## src/rtl/up_axi_master.sv

```systemverilog
// AXI4-Lite initiator: one word-addressed register command in, one AXI4-Lite transaction out.
// Optional error counter is built only when UP_AXI_MASTER_ERRCNT_EN is defined.
module up_axi_master #(
  parameter int CMD_ADDR_WIDTH = 14,
  parameter int AXI_ADDR_WIDTH = 16,
  parameter int ERRCNT_WIDTH   = 16
) (
  input  logic                      m_axi_aclk,
  input  logic                      m_axi_areset,
  input  logic                      cmd_valid,
  output logic                      cmd_ready,
  input  logic                      cmd_write,
  input  logic [CMD_ADDR_WIDTH-1:0] cmd_addr,
  input  logic [31:0]               cmd_wdata,
  input  logic [3:0]                cmd_wstrb,
  output logic                      rsp_valid,
  input  logic                      rsp_ready,
  output logic [31:0]               rsp_rdata,
  output logic [1:0]                rsp_resp,
  output logic [ERRCNT_WIDTH-1:0]   err_count,
  input  logic                      err_clr,
  output logic                      m_axi_awvalid,
  output logic [AXI_ADDR_WIDTH-1:0] m_axi_awaddr,
  output logic [2:0]                m_axi_awprot,
  input  logic                      m_axi_awready,
  output logic                      m_axi_wvalid,
  output logic [31:0]               m_axi_wdata,
  output logic [3:0]                m_axi_wstrb,
  input  logic                      m_axi_wready,
  input  logic                      m_axi_bvalid,
  input  logic [1:0]                m_axi_bresp,
  output logic                      m_axi_bready,
  output logic                      m_axi_arvalid,
  output logic [AXI_ADDR_WIDTH-1:0] m_axi_araddr,
  output logic [2:0]                m_axi_arprot,
  input  logic                      m_axi_arready,
  input  logic                      m_axi_rvalid,
  input  logic [1:0]                m_axi_rresp,
  input  logic [31:0]               m_axi_rdata,
  output logic                      m_axi_rready
);

  typedef enum logic [2:0] {IDLE, WR, WRESP, RADDR, RDATA, RSP} state_t;

  state_t                    state, state_nxt;
  logic                      aw_done, w_done;
  logic [AXI_ADDR_WIDTH-1:0] addr_r;
  logic [31:0]               wdata_r;
  logic [3:0]                wstrb_r;

  assign m_axi_awaddr = addr_r;
  assign m_axi_araddr = addr_r;
  assign m_axi_wdata  = wdata_r;
  assign m_axi_wstrb  = wstrb_r;
  assign m_axi_awprot = 3'b000;
  assign m_axi_arprot = 3'b000;

  always_ff @(posedge m_axi_aclk or posedge m_axi_areset) begin
    if (m_axi_areset) state <= IDLE;
    else              state <= state_nxt;
  end

  // Handshake-facing signals decode straight from the state so reset clears them at once.
  always_comb begin
    state_nxt     = state;
    cmd_ready     = 1'b0;
    m_axi_awvalid = 1'b0;
    m_axi_wvalid  = 1'b0;
    m_axi_bready  = 1'b0;
    m_axi_arvalid = 1'b0;
    m_axi_rready  = 1'b0;
    rsp_valid     = 1'b0;
    unique case (state)
      IDLE: begin
        cmd_ready = ~m_axi_areset;
        if (cmd_valid && !m_axi_areset) state_nxt = cmd_write ? WR : RADDR;
      end
      WR: begin
        m_axi_awvalid = ~aw_done;
        m_axi_wvalid  = ~w_done;
        if ((aw_done || m_axi_awready) && (w_done || m_axi_wready)) state_nxt = WRESP;
      end
      WRESP: begin
        m_axi_bready = 1'b1;
        if (m_axi_bvalid) state_nxt = RSP;
      end
      RADDR: begin
        m_axi_arvalid = 1'b1;
        if (m_axi_arready) state_nxt = RDATA;
      end
      RDATA: begin
        m_axi_rready = 1'b1;
        if (m_axi_rvalid) state_nxt = RSP;
      end
      RSP: begin
        rsp_valid = 1'b1;
        if (rsp_ready) state_nxt = IDLE;
      end
      default: state_nxt = IDLE;
    endcase
  end

  // AW and W complete independently; each flag retires its own valid.
  always_ff @(posedge m_axi_aclk or posedge m_axi_areset) begin
    if (m_axi_areset) begin
      aw_done <= 1'b0;
      w_done  <= 1'b0;
    end else if (state == IDLE) begin
      aw_done <= 1'b0;
      w_done  <= 1'b0;
    end else if (state == WR) begin
      if (m_axi_awvalid && m_axi_awready) aw_done <= 1'b1;
      if (m_axi_wvalid && m_axi_wready)   w_done  <= 1'b1;
    end
  end

  always_ff @(posedge m_axi_aclk or posedge m_axi_areset) begin
    if (m_axi_areset) begin
      addr_r  <= '0;
      wdata_r <= '0;
      wstrb_r <= '0;
    end else if (state == IDLE && cmd_valid) begin
      addr_r  <= {cmd_addr, 2'b00};
      wdata_r <= cmd_wdata;
      wstrb_r <= cmd_wstrb;
    end
  end

  always_ff @(posedge m_axi_aclk or posedge m_axi_areset) begin
    if (m_axi_areset) begin
      rsp_rdata <= '0;
      rsp_resp  <= '0;
    end else if (state == WRESP && m_axi_bvalid) begin
      rsp_rdata <= '0;
      rsp_resp  <= m_axi_bresp;
    end else if (state == RDATA && m_axi_rvalid) begin
      rsp_rdata <= m_axi_rdata;
      rsp_resp  <= m_axi_rresp;
    end
  end

`ifdef UP_AXI_MASTER_ERRCNT_EN
  logic       resp_cap;
  logic [1:0] resp_code;

  assign resp_cap  = (m_axi_bvalid && m_axi_bready) || (m_axi_rvalid && m_axi_rready);
  assign resp_code = m_axi_bready ? m_axi_bresp : m_axi_rresp;

  // Clear wins over a coincident error; the count sticks at all-ones.
  always_ff @(posedge m_axi_aclk or posedge m_axi_areset) begin
    if (m_axi_areset)                                          err_count <= '0;
    else if (err_clr)                                          err_count <= '0;
    else if (resp_cap && resp_code != 2'b00 && !(&err_count))  err_count <= err_count + 1'b1;
  end
`else
  logic unused_err_clr;

  assign err_count      = '0;
  assign unused_err_clr = err_clr;
`endif

endmodule

```

## config.mk

```make
export PLATFORM = sky130hd
export DESIGN_NAME = up_axi_master
export DESIGN_NICKNAME = d
export VERILOG_FILES = /design/src/rtl/up_axi_master.sv
export SDC_FILE = /design/constraint.sdc
export NUM_CORES = 1
export LEC_CHECK = 0
export BUFFER_PORTS_ARGS = -buffer_cell sky130_fd_sc_hd__buf_2
export CELL_PAD_IN_SITES_DETAIL_PLACEMENT = 0
export CELL_PAD_IN_SITES_GLOBAL_PLACEMENT = 1
export CORE_UTILIZATION = 35
export CTS_BUF_LIST = sky130_fd_sc_hd__clkbuf_8
export DETAILED_ROUTE_END_ITERATION = 16
export PLACE_DENSITY_LB_ADDON = 0.1
export SLEW_MARGIN = 0
export SYNTH_ARGS = -nofsm -noshare
export SYNTH_HDL_FRONTEND = slang
export SYNTH_SLANG_ARGS = --single-unit
```

## constraint.sdc

```tcl
create_clock -name m_axi_aclk -period 3.3 [get_ports m_axi_aclk]
set_input_delay 0.66 -clock m_axi_aclk [delete_from_list [all_inputs] [get_ports m_axi_aclk]]
set_output_delay 0.66 -clock m_axi_aclk [all_outputs]
set_load 0.005 [all_outputs]
```

==> results.ini, run 1 <==
[clocking]
cts_hold_buf=0
clkTransAtPathRegs_ns=0.09
htreeDepth=3
cts_resized=0
cts_made_buffers=9
root_buffer=clkbuf_8
cts_sinks=89
clkLatencyLatePin_ns=0.35
cts_setup_buffers=0
cts_tree=yes
clk_path_buf_depth=2

[sta]
max_freq_mhz=476
min_period_ns=2.10
fin_crit_sh_pct=63.6
slew_violations=0
setup_viol=0
rsz0062_at_grt=false
setup_ws_ns=1.20
setup-tns-final_ns=0
relSlewSlack_pct=53.0
fin_skew_ns=0.00979
hold_violations=0
worst_pin_slew_ns=0.705

[floorplanning]
die_y_um=109
ios=228
initial_core_util_pct=36.6
rows=38
coreArea_mm2=0.0110
die-area_mm2=0.0120
die_x_um=109

[global_route]
grt_pass1_vias=2538
antenna_found_initial=0
grt.overflow.total=0
grtUsageTotal_pct=15.0
grt_pass1_wl_um=13500
grt_max_degree=51

[critical_path]
worstSetupStartpointType=register
reg2reg_slack_ns=1.30
required_ns=2.64
rr_worst_depth=3
slowest_stage=dfrtp_1
slowest_delay_ns=0.65
cp_max_fo=17
end_kind=output port
worstPathCellList=nor2b_1 > and2_1 > buf_2
crit_arrival_ns=1.44
path_class=reg2out

[logic_synthesis]
ys_seq_elements=89
yosysWarnings=0
ys_seq_area_share_pct=55.2
yosysTopAreaCell=dfrtp_1
synth_cells=273
post_synth.cell_area_avg_um2=14.8
synth.top_cell.area_share_pct=55.2
synth_area_mm2=0.00404
synth_area_leaders=dfrtp_1 (55%), mux2_4 (19%), buf_4 (8.6%), a22o_1 (6.9%), buf_12 (3.0%)
ys_types=29

[layout]
stdcell_count=601
fin_nets=553
antenna_cells=0
fillCellCount=1054
final_layout_size_suffix_gt1_share_pct=59.4
final_cell_mix=buf_2 (200), dfrtp_1 (89), mux2_4 (50)
design_area_mm2=0.00509
area_growth_pct=26.2
layout_commonest_cell=buf_2

[drt]
wl_per_cell_um=15.3
ant_nets=0
dr.first_iter.drc_count=73
viasPerCell=4.48
dr.pass1.iters=4
routed_wl_um=9180
drc=0
vias=2694

[place]
dp_worst_setup_slack_ns=1.22
post-dp-hpwl_um=6450
place_area_mm2=0.00486
place_inst=585
io_buffers=200
gp_congestion=0.718

[power_and_ir_drop]
powerDensity_mw_per_mm2=957
p_leak_nw=2.79
max-vdd-ir-drop_v=0.000406

[run]
drv_cap=0

[worst_hold_path]
hold_class=in2async

[run_status]
status=complete, no violations

==> worst paths after layout <==
path / from / end
setup / recovery: state[2]$_DFFE_PP0P_ / m_axi_arvalid
hold / removal: m_axi_areset / w_done$_DFFE_PP0P_
setup reg to reg: state[2]$_DFFE_PP0P_ / rsp_rdata[26]$_DFFE_PP0P_
hold reg to reg: rsp_resp[0]$_DFFE_PP0P_ / rsp_resp[0]$_DFFE_PP0P_
max in group asynchronous: m_axi_areset / rsp_rdata[23]$_DFFE_PP0P_
min in group m_axi_aclk: rsp_resp[0]$_DFFE_PP0P_ / rsp_resp[0]$_DFFE_PP0P_
==> Yosys cell counts <==
cell	number
a21o_1	1
a21oi_1	3
a22o_1	32
a22oi_1	2
and2_1	2
and2_4	1
and3_1	3
and4bb_1	1
and4bb_2	1
buf_12	6
buf_2	3
buf_4	46
buf_6	1
conb_1	1
dfrtp_1	89
inv_1	4
mux2_2	1
mux2_4	50
mux2i_1	1
nand2_1	10
nor2_1	4
nor2_8	1
nor2b_1	1
nor3_1	3
nor3_2	1
nor4_1	1
o2111ai_1	2
o22ai_1	1
o311ai_0	1
==> cells by family (layout without fill, tap and decap cells) <==
kind of cell / Yosys count / count (layout) / share of synthesized area (%)
flops: 89 / 89 / 55.2
buf+inv: 60 / 223 / 12.6
mux: 52 / 52 / 19.1
compound gates: 42 / 42 / 8.68
simple gates: 29 / 29 / 4.34
other cells: 1 / 26 / 0.0929
==> area by class of cell <==
cell class / count / area [um2] / share of cell area, %
Clock buffer: 10 / 138 / 2.70
Clock inverter: 6 / 91.3 / 1.79
Inverter: 4 / 16.3 / 0.319
Sequential cell: 89 / 2230 / 43.7
Multi-Input combinational cell: 149 / 1400 / 27.4
Tap cell: 140 / 175 / 3.44
Timing Repair Buffer: 203 / 1050 / 20.6
==> critical path, delay by kind of cell (launching register included) <==
family,cells,cell delay (ns)
buffers and inverters,1,0.12
flip-flops,1,0.65
AND/OR/NAND/NOR,2,0.33
==> power by group <==
part / leakage (nW) / internal, mW / switching (mW)
registers: 1.10 / 1.65 / 0.356
logic: 1.57 / 1.24 / 0.785
clock network: 0.116 / 0.451 / 0.389
==> per-stage QoR <==
step                utilization (%)  hold WS [ns]  power, mW
floorplan                         -         0.468       3.42
CTS                            46.2         0.427       4.95
global route                   46.2         0.456       5.24
finish                         46.2         0.409       4.87
global placement               44.1         0.460       4.06
detailed placement             44.1         0.458       4.07
==> state kept, by name, indices dropped and copies added (netlist names) <==
signal        count
rsp_rdata        32
aw_done           1
m_axi_wstrb       4
state             3
rsp_resp          2
m_axi_araddr     14
m_axi_wdata      32
w_done            1
==> routing by layer <==
| metal | up-vias | track usage (%) | part of all wire (%) |
|---|---|---|---|
| li1 | 1259 | - | - |
| met1 | 1294 | 20.0 | 45 |
| met2 | 134 | 23.5 | 46 |
| met3 | 7 | 3.97 | 7.8 |
| met4 | 0 | 5.71 | 0.85 |
| met5 | - | 0 | 0 |
Note: power is estimated with default switching activity, not from simulation.
==> run 2: changes to the inputs <==
Clock period 3.3 ns to 2.1 ns, I/O delays scaled along.
==> run 2 against run 1 <==
  * Final area increased by 0.32%
  * Critical path type unchanged
  * First-iteration DRC count is 53% higher
  * Die area stayed put
  * Largest cell class unchanged
  * Total power rose by 54%
  * Worst setup slack worse by 0.95 ns
  * Utilization grew 0.15 points
  * Routed wire length hardly changed
==> results.ini, run 2 (same netlist as run 1, synthesis figures left out) <==
[critical_path]
path_class=reg2out  ; unchanged
r2r_start=state[2]$_DFFE_PP0P_  ; unchanged
required_ns=1.68  ; was 2.64 ns
end_kind=output port  ; unchanged
crit_arrival_ns=1.43  ; was 1.44 ns
slowest_delay_ns=0.46  ; was 0.65 ns
crit_start=state[2]$_DFFE_PP0P_  ; unchanged
slowest_stage=dfrtp_1  ; unchanged
reg2reg_slack_ns=0.40  ; was 1.30 ns
crit_end=cmd_ready  ; was m_axi_arvalid
worstPathCellList=buf_4 > nor4_1 > buf_2  ; was nor2b_1 > and2_1 > buf_2
rr_worst_depth=4  ; was 3
cp_max_fo=11  ; was 17
worstSetupStartpointType=register  ; unchanged
reg2reg_to=m_axi_wdata[5]$_DFFE_PP0P_  ; was rsp_rdata[26]$_DFFE_PP0P_

[layout]
fillCellCount=1066  ; was 1054
antenna_cells=0  ; unchanged
fin_nets=560  ; was 553
final_layout_size_suffix_gt1_share_pct=60.2  ; was 59.4%
area_growth_pct=26.6  ; was 26.2%
final_cell_mix=buf_2 (200), dfrtp_1 (89), mux2_4 (50)  ; unchanged
multiInputGateArea_mm2=0.00140  ; unchanged
stdcell_count=607  ; was 601
register_area_mm2=0.00223  ; unchanged
design_area_mm2=0.00511  ; was 0.00509 mm2
post-route-util_pct=46.3  ; was 46.2%
layout_commonest_cell=buf_2  ; unchanged

[sta]
setup_ws_ns=0.254  ; was 1.20 ns
relSlewSlack_pct=58.0  ; was 53.0%
setup_viol=0  ; unchanged
setup-tns-final_ns=0  ; unchanged
fin_skew_ns=0.0149  ; was 0.00979 ns
fin_crit_sh_pct=87.9
max_freq_mhz=542
worst_pin_slew_ns=0.630  ; was 0.705 ns
slew_violations=0  ; unchanged
rsz0062_at_grt=false  ; unchanged
whs_ns=0.246  ; was 0.409 ns
min_period_ns=1.85
hold_violations=0  ; unchanged

[drt]
routed_wl_um=9190  ; was 9180 um
dr.first_iter.drc_count=112  ; was 73
drc=0  ; unchanged
ant_nets=0  ; unchanged
wl_per_cell_um=15.1  ; was 15.3 um
vias=2739  ; was 2694
dr.pass1.iters=4  ; unchanged
viasPerCell=4.51  ; was 4.48

[clocking]
cts_setup_buffers=0  ; unchanged
root_buffer=clkbuf_8  ; unchanged
cts_made_buffers=9  ; unchanged
cts_hold_buf=0  ; unchanged
cts_resized=0  ; unchanged
clkLatencyLatePin_ns=0.35  ; about the same
clkTransAtPathRegs_ns=0.09  ; about the same
cts_tree=yes  ; unchanged
cts_sinks=89  ; unchanged
clk_path_buf_depth=2  ; unchanged
htreeDepth=3  ; unchanged

[global_route]
antenna_found_initial=0  ; unchanged
grtUsageTotal_pct=15.1  ; was 15.0%
grt_pass1_wl_um=13700  ; was 13500 um
grt_pass1_vias=2642  ; was 2538
grt_max_degree=50  ; was 51
grt.overflow.total=0  ; unchanged

[place]
place_inst=592  ; was 585
io_buffers=200  ; unchanged
gp_congestion=0.721  ; was 0.718
post-dp-hpwl_um=6600  ; was 6450 um
dp_worst_setup_slack_ns=0.359  ; was 1.22 ns
place_area_mm2=0.00493  ; was 0.00486 mm2

[power_and_ir_drop]
p_total_mw=7.50  ; was 4.87 mW
p_leak_nw=2.79  ; about the same
powerDensity_mw_per_mm2=1470  ; was 957 mW/mm2
max-vdd-ir-drop_v=0.000623  ; was 0.000406 V

[floorplanning]
ios=228  ; unchanged
initial_core_util_pct=36.6  ; unchanged
coreArea_mm2=0.0110  ; unchanged
die_x_um=109  ; unchanged
die-area_mm2=0.0120  ; unchanged
die_y_um=109  ; unchanged
rows=38  ; unchanged

[worst_hold_path]
hold_class=in2async  ; unchanged

[run_status]
status=complete, no violations  ; unchanged

[run]
drv_cap=0  ; unchanged

run 2: cell types whose count changed in the layout (fill, tap and decap cells not counted), moves of 2 or more:
cell / change
buf_4: +6
bufinv_16: -2
clkinvlp_4: +3
inv_6: +2
run 2: worst max-delay path, delay by kind of cell (launching register included):
family                 cells  cell delay, ns
and+or+nand+nor            1            0.25
buffers and inverters      2            0.37
DFF                        1            0.46
run 2: layout make-up:
class                   count  share of cell area [%]
clock buffers              10                    2.69
clock inverters             5                   0.784
inverters                   4                   0.367
multi-input cells         149                    27.3
flip-flops and latches     89                    43.6
well taps                 140                    3.43
repair buffers            210                    21.8
run 2: how the worst min path moves through the flow:
stage | from | endpoint | slack [ns] | cells past startpoint
global route | m_axi_rdata[19] | rsp_rdata[19]$_DFFE_PP0P_ | 0.26 | 2
finish | m_axi_areset | state[2]$_DFFE_PP0P_ | 0.25 | 3
global placement | rsp_resp[1]$_DFFE_PP0P_ | rsp_resp[1]$_DFFE_PP0P_ | 0.46 | 2
floorplan | rsp_resp[0]$_DFFE_PP0P_ | rsp_resp[0]$_DFFE_PP0P_ | 0.47 | 2
detailed placement | rsp_resp[0]$_DFFE_PP0P_ | rsp_resp[0]$_DFFE_PP0P_ | 0.46 | 2
CTS | m_axi_areset | rsp_rdata[30]$_DFFE_PP0P_ | 0.25 | 3
run 2: power by group:
group          leakage [nW]  internal (mW)  switching, mW
Sequential             1.10           2.59          0.481
Combinational          1.60           2.03           1.32
Clock                0.0814          0.465          0.617
run 2: layer usage:
layer	global-route usage [%]	part of all wire, %	wire [um]	up-vias
li1	-	-	-	1269
met1	19.1	43	3990	1337
met2	25.4	48	4420	128
met3	4.03	7.6	694	5
met4	4.57	0.97	89	0
met5	0	0	0	-
